## src/rtl/fetch_pkg.sv

```systemverilog
// Shared types and defaults for the fetch sequencer: FSM states, redirect sources and vectors.
package fetch_pkg;

  typedef enum logic [1:0] {BOOT, RUN, WAIT, HALT} state_e;

  // Encoding order is the redirect priority: a larger value wins.
  typedef enum logic [1:0] {NONE, BRANCH, JUMP, EXC} redir_src_e;

  typedef struct packed {
    redir_src_e  src;
    logic [31:0] target;
  } redir_t;

  localparam logic [31:0] RESET_VECTOR_DEF = 32'h0040_0000;
  localparam logic [31:0] EXC_VECTOR_DEF   = 32'h8000_0180;
  localparam redir_t      REDIR_NONE       = '{src: NONE, target: 32'h0};

  // The PC register adds 4 to whatever it loads, so every load is pre-decremented.
  function automatic logic [31:0] pre_addr(input logic [31:0] addr);
    return addr - 32'd4;
  endfunction

endpackage

```

## src/rtl/fetch_sequencer_if.sv

```systemverilog
// Bundle between the fetch sequencer and its surroundings (hazard/branch logic, imem, PC register).
interface fetch_sequencer_if;
  logic [31:0] pc_address_i;
  logic        stall_i;
  logic        branch_req_i;
  logic [31:0] branch_target_i;
  logic        jump_req_i;
  logic [31:0] jump_target_i;
  logic        exc_req_i;
  logic        halt_i;
  logic        resume_i;
  logic        imem_ready_i;
  logic        imem_req_o;
  logic        use_new_pc_o;
  logic [31:0] new_pc_o;
  logic        instr_valid_o;
  logic        flush_o;
  logic        halted_o;
  logic [31:0] epc_o;

  modport master (
    input  pc_address_i, stall_i, branch_req_i, branch_target_i, jump_req_i, jump_target_i,
           exc_req_i, halt_i, resume_i, imem_ready_i,
    output imem_req_o, use_new_pc_o, new_pc_o, instr_valid_o, flush_o, halted_o, epc_o
  );

  modport slave (
    output pc_address_i, stall_i, branch_req_i, branch_target_i, jump_req_i, jump_target_i,
           exc_req_i, halt_i, resume_i, imem_ready_i,
    input  imem_req_o, use_new_pc_o, new_pc_o, instr_valid_o, flush_o, halted_o, epc_o
  );
endinterface

```

## src/rtl/fetch_sequencer_redirect_arbiter.sv

```systemverilog
// Combinational priority select (exc > jump > branch) across live requests and the pending redirect.
module redirect_arbiter
  import fetch_pkg::*;
#(
  parameter logic [31:0] EXC_VECTOR = EXC_VECTOR_DEF
) (
  input  logic        exc_req,
  input  logic        jump_req,
  input  logic [31:0] jump_target,
  input  logic        branch_req,
  input  logic [31:0] branch_target,
  input  redir_t      pending,
  output redir_t      live,
  output redir_t      winner
);

  always_comb begin
    live = REDIR_NONE;
    if (exc_req) begin
      live = '{src: EXC, target: EXC_VECTOR};
    end else if (jump_req) begin
      live = '{src: JUMP, target: jump_target};
    end else if (branch_req) begin
      live = '{src: BRANCH, target: branch_target};
    end

    // Ties go to the live request so the most recent target is kept.
    winner = pending;
    if (live.src != NONE && live.src >= pending.src) begin
      winner = live;
    end
  end

endmodule

```

## src/rtl/fetch_sequencer.sv

```systemverilog
// PC sequencer: per cycle chooses advance, hold or redirect and drives the PC register load port.
// Optional exception support is enabled by defining FETCH_EXC_EN.
module fetch_sequencer
  import fetch_pkg::*;
#(
  parameter logic [31:0] RESET_VECTOR = RESET_VECTOR_DEF,
  parameter logic [31:0] EXC_VECTOR   = EXC_VECTOR_DEF
) (
  input  logic              clk,
  input  logic              rst,
  fetch_sequencer_if.master bus
);

  state_e      state_q, state_d;
  redir_t      pend_q, pend_d;
  redir_t      live, winner;
  logic        exc_live;
  logic [31:0] epc_q, epc_d;

  logic        imem_req, use_new, instr_valid, flush, halted;
  logic [31:0] new_pc;

`ifdef FETCH_EXC_EN
  assign exc_live = bus.exc_req_i;
`else
  assign exc_live = 1'b0;
`endif

  redirect_arbiter #(
    .EXC_VECTOR (EXC_VECTOR)
  ) u_arbiter (
    .exc_req       (exc_live),
    .jump_req      (bus.jump_req_i),
    .jump_target   (bus.jump_target_i),
    .branch_req    (bus.branch_req_i),
    .branch_target (bus.branch_target_i),
    .pending       (pend_q),
    .live          (live),
    .winner        (winner)
  );

  always_comb begin
    state_d     = state_q;
    pend_d      = pend_q;
    epc_d       = epc_q;
    imem_req    = 1'b0;
    use_new     = 1'b1;
    new_pc      = pre_addr(bus.pc_address_i);
    instr_valid = 1'b0;
    flush       = 1'b0;
    halted      = 1'b0;

    // An exception is accepted the cycle it is seen, even if only latched as pending.
    if (state_q != BOOT && live.src == EXC) begin
      epc_d = bus.pc_address_i;
    end

    unique case (state_q)
      BOOT: state_d = RUN;
      RUN, WAIT: begin
        imem_req = 1'b1;
        if (state_q == WAIT && !bus.imem_ready_i) begin
          pend_d = winner;
        end else if (winner.src != NONE) begin
          new_pc  = pre_addr(winner.target);
          flush   = 1'b1;
          pend_d  = REDIR_NONE;
          state_d = RUN;
        end else if (!bus.imem_ready_i) begin
          state_d = WAIT;
        end else if (bus.stall_i) begin
          state_d = RUN;
        end else if (bus.halt_i) begin
          state_d = HALT;
        end else begin
          use_new     = 1'b0;
          instr_valid = 1'b1;
          state_d     = RUN;
        end
      end
      HALT: begin
        halted = 1'b1;
        if (live.src == EXC) begin
          new_pc  = pre_addr(live.target);
          flush   = 1'b1;
          state_d = RUN;
        end else if (bus.resume_i) begin
          state_d = RUN;
        end
      end
      default: state_d = BOOT;
    endcase

    if (!rst) begin
      imem_req    = 1'b0;
      use_new     = 1'b1;
      new_pc      = pre_addr(RESET_VECTOR);
      instr_valid = 1'b0;
      flush       = 1'b0;
      halted      = 1'b0;
    end
  end

  always_ff @(posedge clk or negedge rst) begin
    if (!rst) begin
      state_q <= BOOT;
      pend_q  <= REDIR_NONE;
      epc_q   <= 32'h0;
    end else begin
      state_q <= state_d;
      pend_q  <= pend_d;
      epc_q   <= epc_d;
    end
  end

  assign bus.imem_req_o    = imem_req;
  assign bus.use_new_pc_o  = use_new;
  assign bus.new_pc_o      = new_pc;
  assign bus.instr_valid_o = instr_valid;
  assign bus.flush_o       = flush;
  assign bus.halted_o      = halted;
`ifdef FETCH_EXC_EN
  assign bus.epc_o         = epc_q;
`else
  assign bus.epc_o         = 32'h0;
`endif

endmodule

```

## src/flat_wrapper.sv

```systemverilog
// flat-port wrapper written by rule: the top's interface ports become plain ports
module fetch_sequencer_flat import fetch_pkg::*;
#(
  parameter logic [31:0] RESET_VECTOR = RESET_VECTOR_DEF,
  parameter logic [31:0] EXC_VECTOR   = EXC_VECTOR_DEF
)
  (clk, rst, bus_pc_address_i, bus_stall_i, bus_branch_req_i, bus_branch_target_i, bus_jump_req_i, bus_jump_target_i, bus_exc_req_i, bus_halt_i, bus_resume_i, bus_imem_ready_i, bus_imem_req_o, bus_use_new_pc_o, bus_new_pc_o, bus_instr_valid_o, bus_flush_o, bus_halted_o, bus_epc_o);
  fetch_sequencer_if bus_i ();
  input  logic clk;
  input  logic rst;
  input wire logic [$bits(bus_i.pc_address_i)-1:0] bus_pc_address_i;
  input wire logic [$bits(bus_i.stall_i)-1:0] bus_stall_i;
  input wire logic [$bits(bus_i.branch_req_i)-1:0] bus_branch_req_i;
  input wire logic [$bits(bus_i.branch_target_i)-1:0] bus_branch_target_i;
  input wire logic [$bits(bus_i.jump_req_i)-1:0] bus_jump_req_i;
  input wire logic [$bits(bus_i.jump_target_i)-1:0] bus_jump_target_i;
  input wire logic [$bits(bus_i.exc_req_i)-1:0] bus_exc_req_i;
  input wire logic [$bits(bus_i.halt_i)-1:0] bus_halt_i;
  input wire logic [$bits(bus_i.resume_i)-1:0] bus_resume_i;
  input wire logic [$bits(bus_i.imem_ready_i)-1:0] bus_imem_ready_i;
  output wire logic [$bits(bus_i.imem_req_o)-1:0] bus_imem_req_o;
  output wire logic [$bits(bus_i.use_new_pc_o)-1:0] bus_use_new_pc_o;
  output wire logic [$bits(bus_i.new_pc_o)-1:0] bus_new_pc_o;
  output wire logic [$bits(bus_i.instr_valid_o)-1:0] bus_instr_valid_o;
  output wire logic [$bits(bus_i.flush_o)-1:0] bus_flush_o;
  output wire logic [$bits(bus_i.halted_o)-1:0] bus_halted_o;
  output wire logic [$bits(bus_i.epc_o)-1:0] bus_epc_o;
  assign bus_i.pc_address_i = bus_pc_address_i;
  assign bus_i.stall_i = bus_stall_i;
  assign bus_i.branch_req_i = bus_branch_req_i;
  assign bus_i.branch_target_i = bus_branch_target_i;
  assign bus_i.jump_req_i = bus_jump_req_i;
  assign bus_i.jump_target_i = bus_jump_target_i;
  assign bus_i.exc_req_i = bus_exc_req_i;
  assign bus_i.halt_i = bus_halt_i;
  assign bus_i.resume_i = bus_resume_i;
  assign bus_i.imem_ready_i = bus_imem_ready_i;
  assign bus_imem_req_o = bus_i.imem_req_o;
  assign bus_use_new_pc_o = bus_i.use_new_pc_o;
  assign bus_new_pc_o = bus_i.new_pc_o;
  assign bus_instr_valid_o = bus_i.instr_valid_o;
  assign bus_flush_o = bus_i.flush_o;
  assign bus_halted_o = bus_i.halted_o;
  assign bus_epc_o = bus_i.epc_o;
  fetch_sequencer #(.RESET_VECTOR(RESET_VECTOR), .EXC_VECTOR(EXC_VECTOR)) u_core (.clk(clk), .rst(rst), .bus(bus_i));
endmodule
```

## config.mk

```make
export PLATFORM = sky130hd
export DESIGN_NAME = fetch_sequencer_flat
export DESIGN_NICKNAME = d
export VERILOG_FILES = /design/src/rtl/fetch_pkg.sv /design/src/rtl/fetch_sequencer_if.sv /design/src/rtl/fetch_sequencer_redirect_arbiter.sv /design/src/rtl/fetch_sequencer.sv /design/src/flat_wrapper.sv
export SDC_FILE = /design/constraint.sdc
export NUM_CORES = 1
export LEC_CHECK = 0
export CAP_MARGIN = 20
export CORE_ASPECT_RATIO = 0.75
export CORE_MARGIN = 10
export CORE_UTILIZATION = 48
export DETAILED_ROUTE_END_ITERATION = 12
export PLACE_DENSITY_LB_ADDON = 0.3
export SYNTH_ARGS = -nofsm -noshare
export SYNTH_HDL_FRONTEND = slang
export SYNTH_SLANG_ARGS = --single-unit
```

## constraint.sdc

```tcl
create_clock -name clk -period 9.9 [get_ports clk]
set_input_delay 1.98 -clock clk [delete_from_list [all_inputs] [get_ports clk]]
set_output_delay 1.98 -clock clk [all_outputs]
set_load 0.02 [all_outputs]
```

## After elaboration in Yosys (flattened, before gate mapping)

Cells that the tools add are included.

- Flip-flop bits (word level): 36
- Input bits: 105
- Output and inout bits: 69
- Word-level logic and storage cells: 64

- Muxes and demuxes: 41
- Add/sub/neg operators: 3
- Reductions and logical operators: 10
- Equal/unequal tests: 6
- $lt $le $gt $ge: 1

Operator list:

| operator | number |
|---|---|
| $mux 34 | 4 |
| $mux 32 | 4 |
| $sub 32x3->32 const B | 3 |
| $pmux 32 s2 | 1 |
| $mux 33 | 1 |
| $mux 1 | 22 |
| $mux 2 | 7 |
| $eq 2x2->1 const B | 3 |
| $pmux 2 s3 | 1 |
| $reduce_bool 2->1 | 3 |
| $reduce_and 2->1 | 2 |
| $ne 3x2->1 const B | 1 |
| $eq 2x1->1 const B | 1 |
| $ge 2x2->1 | 1 |
| $logic_and 1x1->1 | 2 |
| $logic_not 2->1 | 1 |
| $ne 2x2->1 const B | 1 |
| $pmux 1 s2 | 1 |
| $reduce_or 2->1 | 1 |
| $logic_not 1->1 | 1 |

## Logic depth before layout (Yosys ltp)

Gate-level depths: netlist (run 1).

- Word-level depth: 10
- Depth in mapped cells: 22
- Depth with buffers taken out: 16

## Hierarchy

A second synthesis (run 1) with hierarchy kept.

- Cell total of the unflattened synthesis: 638
- Area total of the unflattened synthesis: 4,996.0 um2

By module, submodules not included:

| module | instances | sequential area each (um2) | area each (um2) | cells each |
|---|---|---|---|---|
| fetch_sequencer | 1 | 900.9 | 3,923.8 | 484 |
| redirect_arbiter | 1 | 0.0 | 1,072.3 | 154 |

## Worst setup path after synthesis (run 1)

No wires, ideal clock.

- Kind: input-to-output
- Start: in bus_jump_req_i
- End: out bus_new_pc_o[28]
- Required time: 7,920 ps
- Path slack: 1,824 ps
- Stages on the path: 22
- Buffers on the path: 6
- Arrival: 6,096 ps
- Cell sequence: buf_4 -> nor2b_1 -> buf_4 -> inv_2 -> ha_1 -> nor3b_2 -> or2_0 -> buf_4 -> clkbuf_1 -> buf_2 -> buf_2 -> nor2_1 -> a21oi_1 -> ha_1 -> nor3b_1 -> o21a_1 -> a41o_1 -> nand4_2 -> nor3_2 -> xnor2_1 -> a221oi_1 -> nor3_1

- Longest elaborated chain between the ends: 9
- Elaborated cells between the ends (all ways): 14
- Classes of those cells: 2 x add/sub; 1 x order compare; 1 x eq/ne; 7 x mux; 3 x reduce/logical

Ends and longest elaborated chain:

| element | line | text |
|---|---|---|
| start: declaration | flat_wrapper.sv:15 | `input wire logic [$bits(bus_i.jump_req_i)-1:0] bus_jump_req_i;` |
| $mux 34 (*) | fetch_sequencer_redirect_arbiter.sv:21 | `end else if (jump_req) begin` |
| $ge 2x2->1 / $reduce_bool 2->1 (equally long branches) | fetch_sequencer_redirect_arbiter.sv:29 | `if (live.src != NONE && live.src >= pending.src) begin` |
| $logic_and 1x1->1 | fetch_sequencer_redirect_arbiter.sv:29 |  |
| $mux 34 | fetch_sequencer_redirect_arbiter.sv:29 |  |
| $sub 32x3->32 / $reduce_bool 2->1 (equally long branches) | fetch_pkg.sv:20, fetch_sequencer.sv:64 |  |
| $mux 32 | fetch_sequencer.sv:64 | `end else if (winner.src != NONE) begin` |
| $mux 32 | fetch_sequencer.sv:62 | `if (state_q == WAIT && !bus.imem_ready_i) begin` |
| $pmux 32 s2 (*) | fetch_sequencer.sv:58 | `unique case (state_q)` |
| $mux 32 (*) | fetch_sequencer.sv:94 | `if (!rst) begin` |
| end: declaration | flat_wrapper.sv:23 | `output wire logic [$bits(bus_i.new_pc_o)-1:0] bus_new_pc_o;` |

Mark *: on every way between the ends. The rest lies on a longest branch, timed or not.

## Worst setup path in the final report (run 1)

- Start: in bus_branch_req_i
- End: out bus_new_pc_o[26]

- Longest elaborated chain between the ends: 10
- Elaborated cells between the ends (all ways): 15
- Classes of those cells: 2 x add/sub; 1 x order compare; 1 x eq/ne; 8 x mux; 3 x reduce/logical

Ends and longest elaborated chain:

| element | line | text |
|---|---|---|
| start: declaration | flat_wrapper.sv:13 | `input wire logic [$bits(bus_i.branch_req_i)-1:0] bus_branch_req_i;` |
| $mux 33 (*) | fetch_sequencer_redirect_arbiter.sv:23 | `end else if (branch_req) begin` |
| $mux 34 (*) | fetch_sequencer_redirect_arbiter.sv:21 |  |
| $ge 2x2->1 / $reduce_bool 2->1 (equally long branches) | fetch_sequencer_redirect_arbiter.sv:29 |  |
| $logic_and 1x1->1 | fetch_sequencer_redirect_arbiter.sv:29 |  |
| $mux 34 | fetch_sequencer_redirect_arbiter.sv:29 |  |
| $sub 32x3->32 / $reduce_bool 2->1 (equally long branches) | fetch_pkg.sv:20, fetch_sequencer.sv:64 |  |
| $mux 32 | fetch_sequencer.sv:64 |  |
| $mux 32 | fetch_sequencer.sv:62 |  |
| $pmux 32 s2 (*) | fetch_sequencer.sv:58 |  |
| $mux 32 (*) | fetch_sequencer.sv:94 |  |

Marked as above.

==> results of run 1 <==
worst max-delay path: cells and delay by family:
kind | cells | cell delay [ns]
simple gates | 8 | 1.67
buf+inv | 4 | 1.43
compound gates | 4 | 0.85
fa+ha+maj | 2 | 0.60
xor+xnor | 1 | 0.17
worst paths after layout:
kind,slack [ns],to,startpoint
setup reg to reg,6.94,u_core.pend_q[4],u_core.pend_q[33]
setup / recovery,1.23,bus_new_pc_o[26],bus_branch_req_i
hold reg to reg,0.48,u_core.pend_q[31],u_core.pend_q[31]
hold / removal,0.48,u_core.pend_q[31],u_core.pend_q[31]
min in group asynchronous,1.73,u_core.pend_q[6],rst
max in group asynchronous,7.34,u_core.pend_q[18],rst
logic make-up after synthesis:
group,after synthesis
simple gates,198
compound gates,186
buf+inv,81
xor+xnor,54
flops,36
fa+ha+maj,7
mux,7
other cells,1
cells in the final DEF (no fill, tap or decap), drive strengths merged, types with 8 or more instances in the layout:
cell type	count
inv	17
nor4	8
o21ai	70
nor3	20
a221o	10
nand2	70
o22ai	10
clkdlybuf4s50	139
a22o	9
dfrtp	36
nand3	14
conb	32
nor2	42
xnor2	45
xor2	9
a21oi	20
o221ai	16
buf	11
sequential cells by signal (all words and copies together), names as in the netlist:
register and flops:
u_core.pend_q 34, u_core.state_q 2
metrics by stage:
stage / hold WS (ns) / area (sq um)
after global placement: 0.456 / 5580
after global routing: 0.510 / 5760
after floorplan: 0.445 / 4350
after CTS: 0.479 / 5760
after detailed placement: 0.466 / 5580
final: 0.478 / 5760
power by group through the flow:
stage               logic, W  registers [W]  clock network, W
CTS                 0.000422       0.000158          0.000196
global placement    0.000414       0.000160                 0
finish              0.000427       0.000158          0.000194
global route        0.000460       0.000159          0.000203
detailed placement  0.000418       0.000161                 0
floorplan           0.000256       0.000159                 0
layout make-up:
class / instances / share of cell area [%]
clock buffer: 7 / 2.65
clock inverter: 1 / 0.521
inverter: 17 / 1.11
multi-input combinational: 484 / 52.2
sequential: 36 / 15.6
tap: 108 / 2.34
timing repair buffer: 150 / 25.5
metal layers:
metal | vias up | GRT usage, % | wire length [microns] | share of wire (%)
met5 | - | 0 | 0 | 0
met4 | 0 | 4.58 | 112 | 0.69
met3 | 9 | 9.29 | 2300 | 14
met2 | 298 | 34.5 | 6780 | 42
met1 | 2253 | 33.9 | 7110 | 44
li1 | 2277 | - | - | -
==> results_dict.tcl, run 1 <==
set metrics [dict create \
    synthFlopType "dfrtp_1" \
    dp_slack_ns 1.33 \
    grt_pass1_wl_mm 25.6 \
    synthCells 570 \
    coreArea_sq_mm 0.00853 \
    netSwitchingPower_w 0.000322 \
    grt_antenna_before_repair 0 \
    drtIter0Drc 428 \
    yosysMostFrequentCell "nand2_1" \
    fin_crit_ns 8.67 \
    antenna_left 0 \
    cts_hold_buf 0 \
    die_w_microns 128 \
    crit_fanout 15 \
    synth_area_per_cell_sq_um 7.43 \
    finalSetupViolCount 0 \
    synth_top_cells_by_count "nand2_1 (70), o21ai_0 (67), xnor2_1 (45)" \
    syn2layout_area_growth_pct 36.2 \
    max_freq_mhz 115 \
    dp_cells 795 \
    post_cts.repair.setup_buffers 0 \
    gr-usage-all-layers_pct 24.2 \
    insertion_delay_ns 0.28 \
    p_seq_share_pct 20.3 \
    timing.critical_path.slowest_stage_cell "clkdlybuf4s50_1" \
    cts_root_buffer "clkbuf_16" \
    cap_violations 0 \
    seqCellArea_sq_um 901 \
    dp_hpwl_mm 12.9 \
    drc 0 \
    status "finished, final reports clean" \
    slew_viol_final 0 \
    dr.pass1.iters 5 \
    p_clk_share_pct 24.9 \
    cts_resized 0 \
    synth.top_cell.area_share_pct 21.3 \
    ff2ff_path_depth 11 \
    hold_path_class "reg2reg" \
    multi_input_area_sq_mm 0.00301 \
    ys_ff_latch 36 \
    fillCellCount 733 \
    synth_top_family_by_area "compound AO/OA/AOI/OAI gates" \
    synth_compound_area_share_pct 30.4 \
    grt_pass1_vias 4711 \
    grt_start_max_net_pins 42 \
    synth_mux_area_share_pct 1.66 \
    vias_per_cell 6.02 \
    wire_per_inst_microns 20.3 \
    synth_xor_area_share_pct 11.2 \
    cts_sinks 36 \
    synth_fa_ha_area_share_pct 2.07 \
    switching_share_pct 41.4 \
    skew_ns 0.00528 \
    post-route-util_pct 67.6 \
    slowest_delay_ns 0.65 \
    crit_path_start_kind "input pin" \
    final_critical_path_setup_slack_ns 1.23 \
    numCtsBuffers 5 \
    ys_warn_count 0 \
    synth_area_sq_mm 0.00423 \
    ir_worst_vdd_v 0.000100 \
    gp_congestion 0.948 \
    synth_top_cell_by_area "dfrtp_1" \
    cts_tree "done" \
    seq_area_frac_synth_pct 21.3 \
    drive_gt1_share_pct 5.32 \
    netlist_top_cells_area "dfrtp_1 (21%), xnor2_1 (9.3%), o21ai_0 (7.9%)" \
    rows 29 \
    synthSimpleGateAreaFrac_pct 22.9 \
    grt_overflow_total 0 \
    synth_cell_types 65 \
    clock_path_buffers 2 \
    max_slew_margin_pct 40.8 \
    worst_pin_slew_ns 0.885 \
    critPathRequiredTime_ns 7.92 \
    hold_viol_final 0 \
    cellLeakagePower_nw 2.23 \
    endpoint_kind "primary output" \
    fp.dieArea_sq_mm 0.0130 \
    rsz0062_at_grt "false" \
    setup_tns_ns 0 \
    async_reset_ff_share_pct 100 \
    powerDensity_mw_per_mm2 135 \
    dieHeight_microns 101 \
    cp_cell_sequence "clkdlybuf4s50_1, buf_4, nor2b_2, inv_2, ha_1, nor3b_2, or2_1, nor2_1, a21oi_1, ha_1, nor3b_1, o21a_1, a41o_1, nand4_2, nor3_2, nand2_1, xnor2_1, o22ai_1, clkdlybuf4s50_1" \
    diodes 0 \
    nets 806 \
    synth_edf_count 0 \
    wirelength_mm 16.3 \
    path_clk_slew_ns 0.06 \
    io_pins 174 \
    start_util_pct 49.6 \
    numPortBuffers 140 \
    comb_power_share_pct 54.8 \
    finalCritPeriodShare_pct 87.6 \
    worstPathArrival_ns 6.69 \
    hold_depth 2 \
    cts-htree-levels 2 \
    critPathKind "in2out" \
    p_int_w 0.000457 \
    final_cells 803 \
    vias 4837 \
    finalPower_w 0.000779 \
]
(Power assumes the default switching activity.)
==> run 2: changes to the inputs <==
--- a/config.mk
+++ b/config.mk
@@ -14,3 +14,4 @@
 export SYNTH_ARGS = -nofsm -noshare
 export SYNTH_HDL_FRONTEND = slang
 export SYNTH_SLANG_ARGS = --single-unit
+export TNS_END_PERCENT = 1
==> results of run 2 <==
No change in the layout: final DEF, timing and power equal those of run 1.
==> run 3: changes to the inputs <==
--- a/config.mk
+++ b/config.mk
@@ -9,6 +9,7 @@
 export CORE_ASPECT_RATIO = 0.75
 export CORE_MARGIN = 10
 export CORE_UTILIZATION = 48
+export CTS_CLUSTER_DIAMETER = 50
 export DETAILED_ROUTE_END_ITERATION = 12
 export PLACE_DENSITY_LB_ADDON = 0.3
 export SYNTH_ARGS = -nofsm -noshare
==> results of run 3 <==
No change in the layout: final DEF, timing and power equal those of run 1.
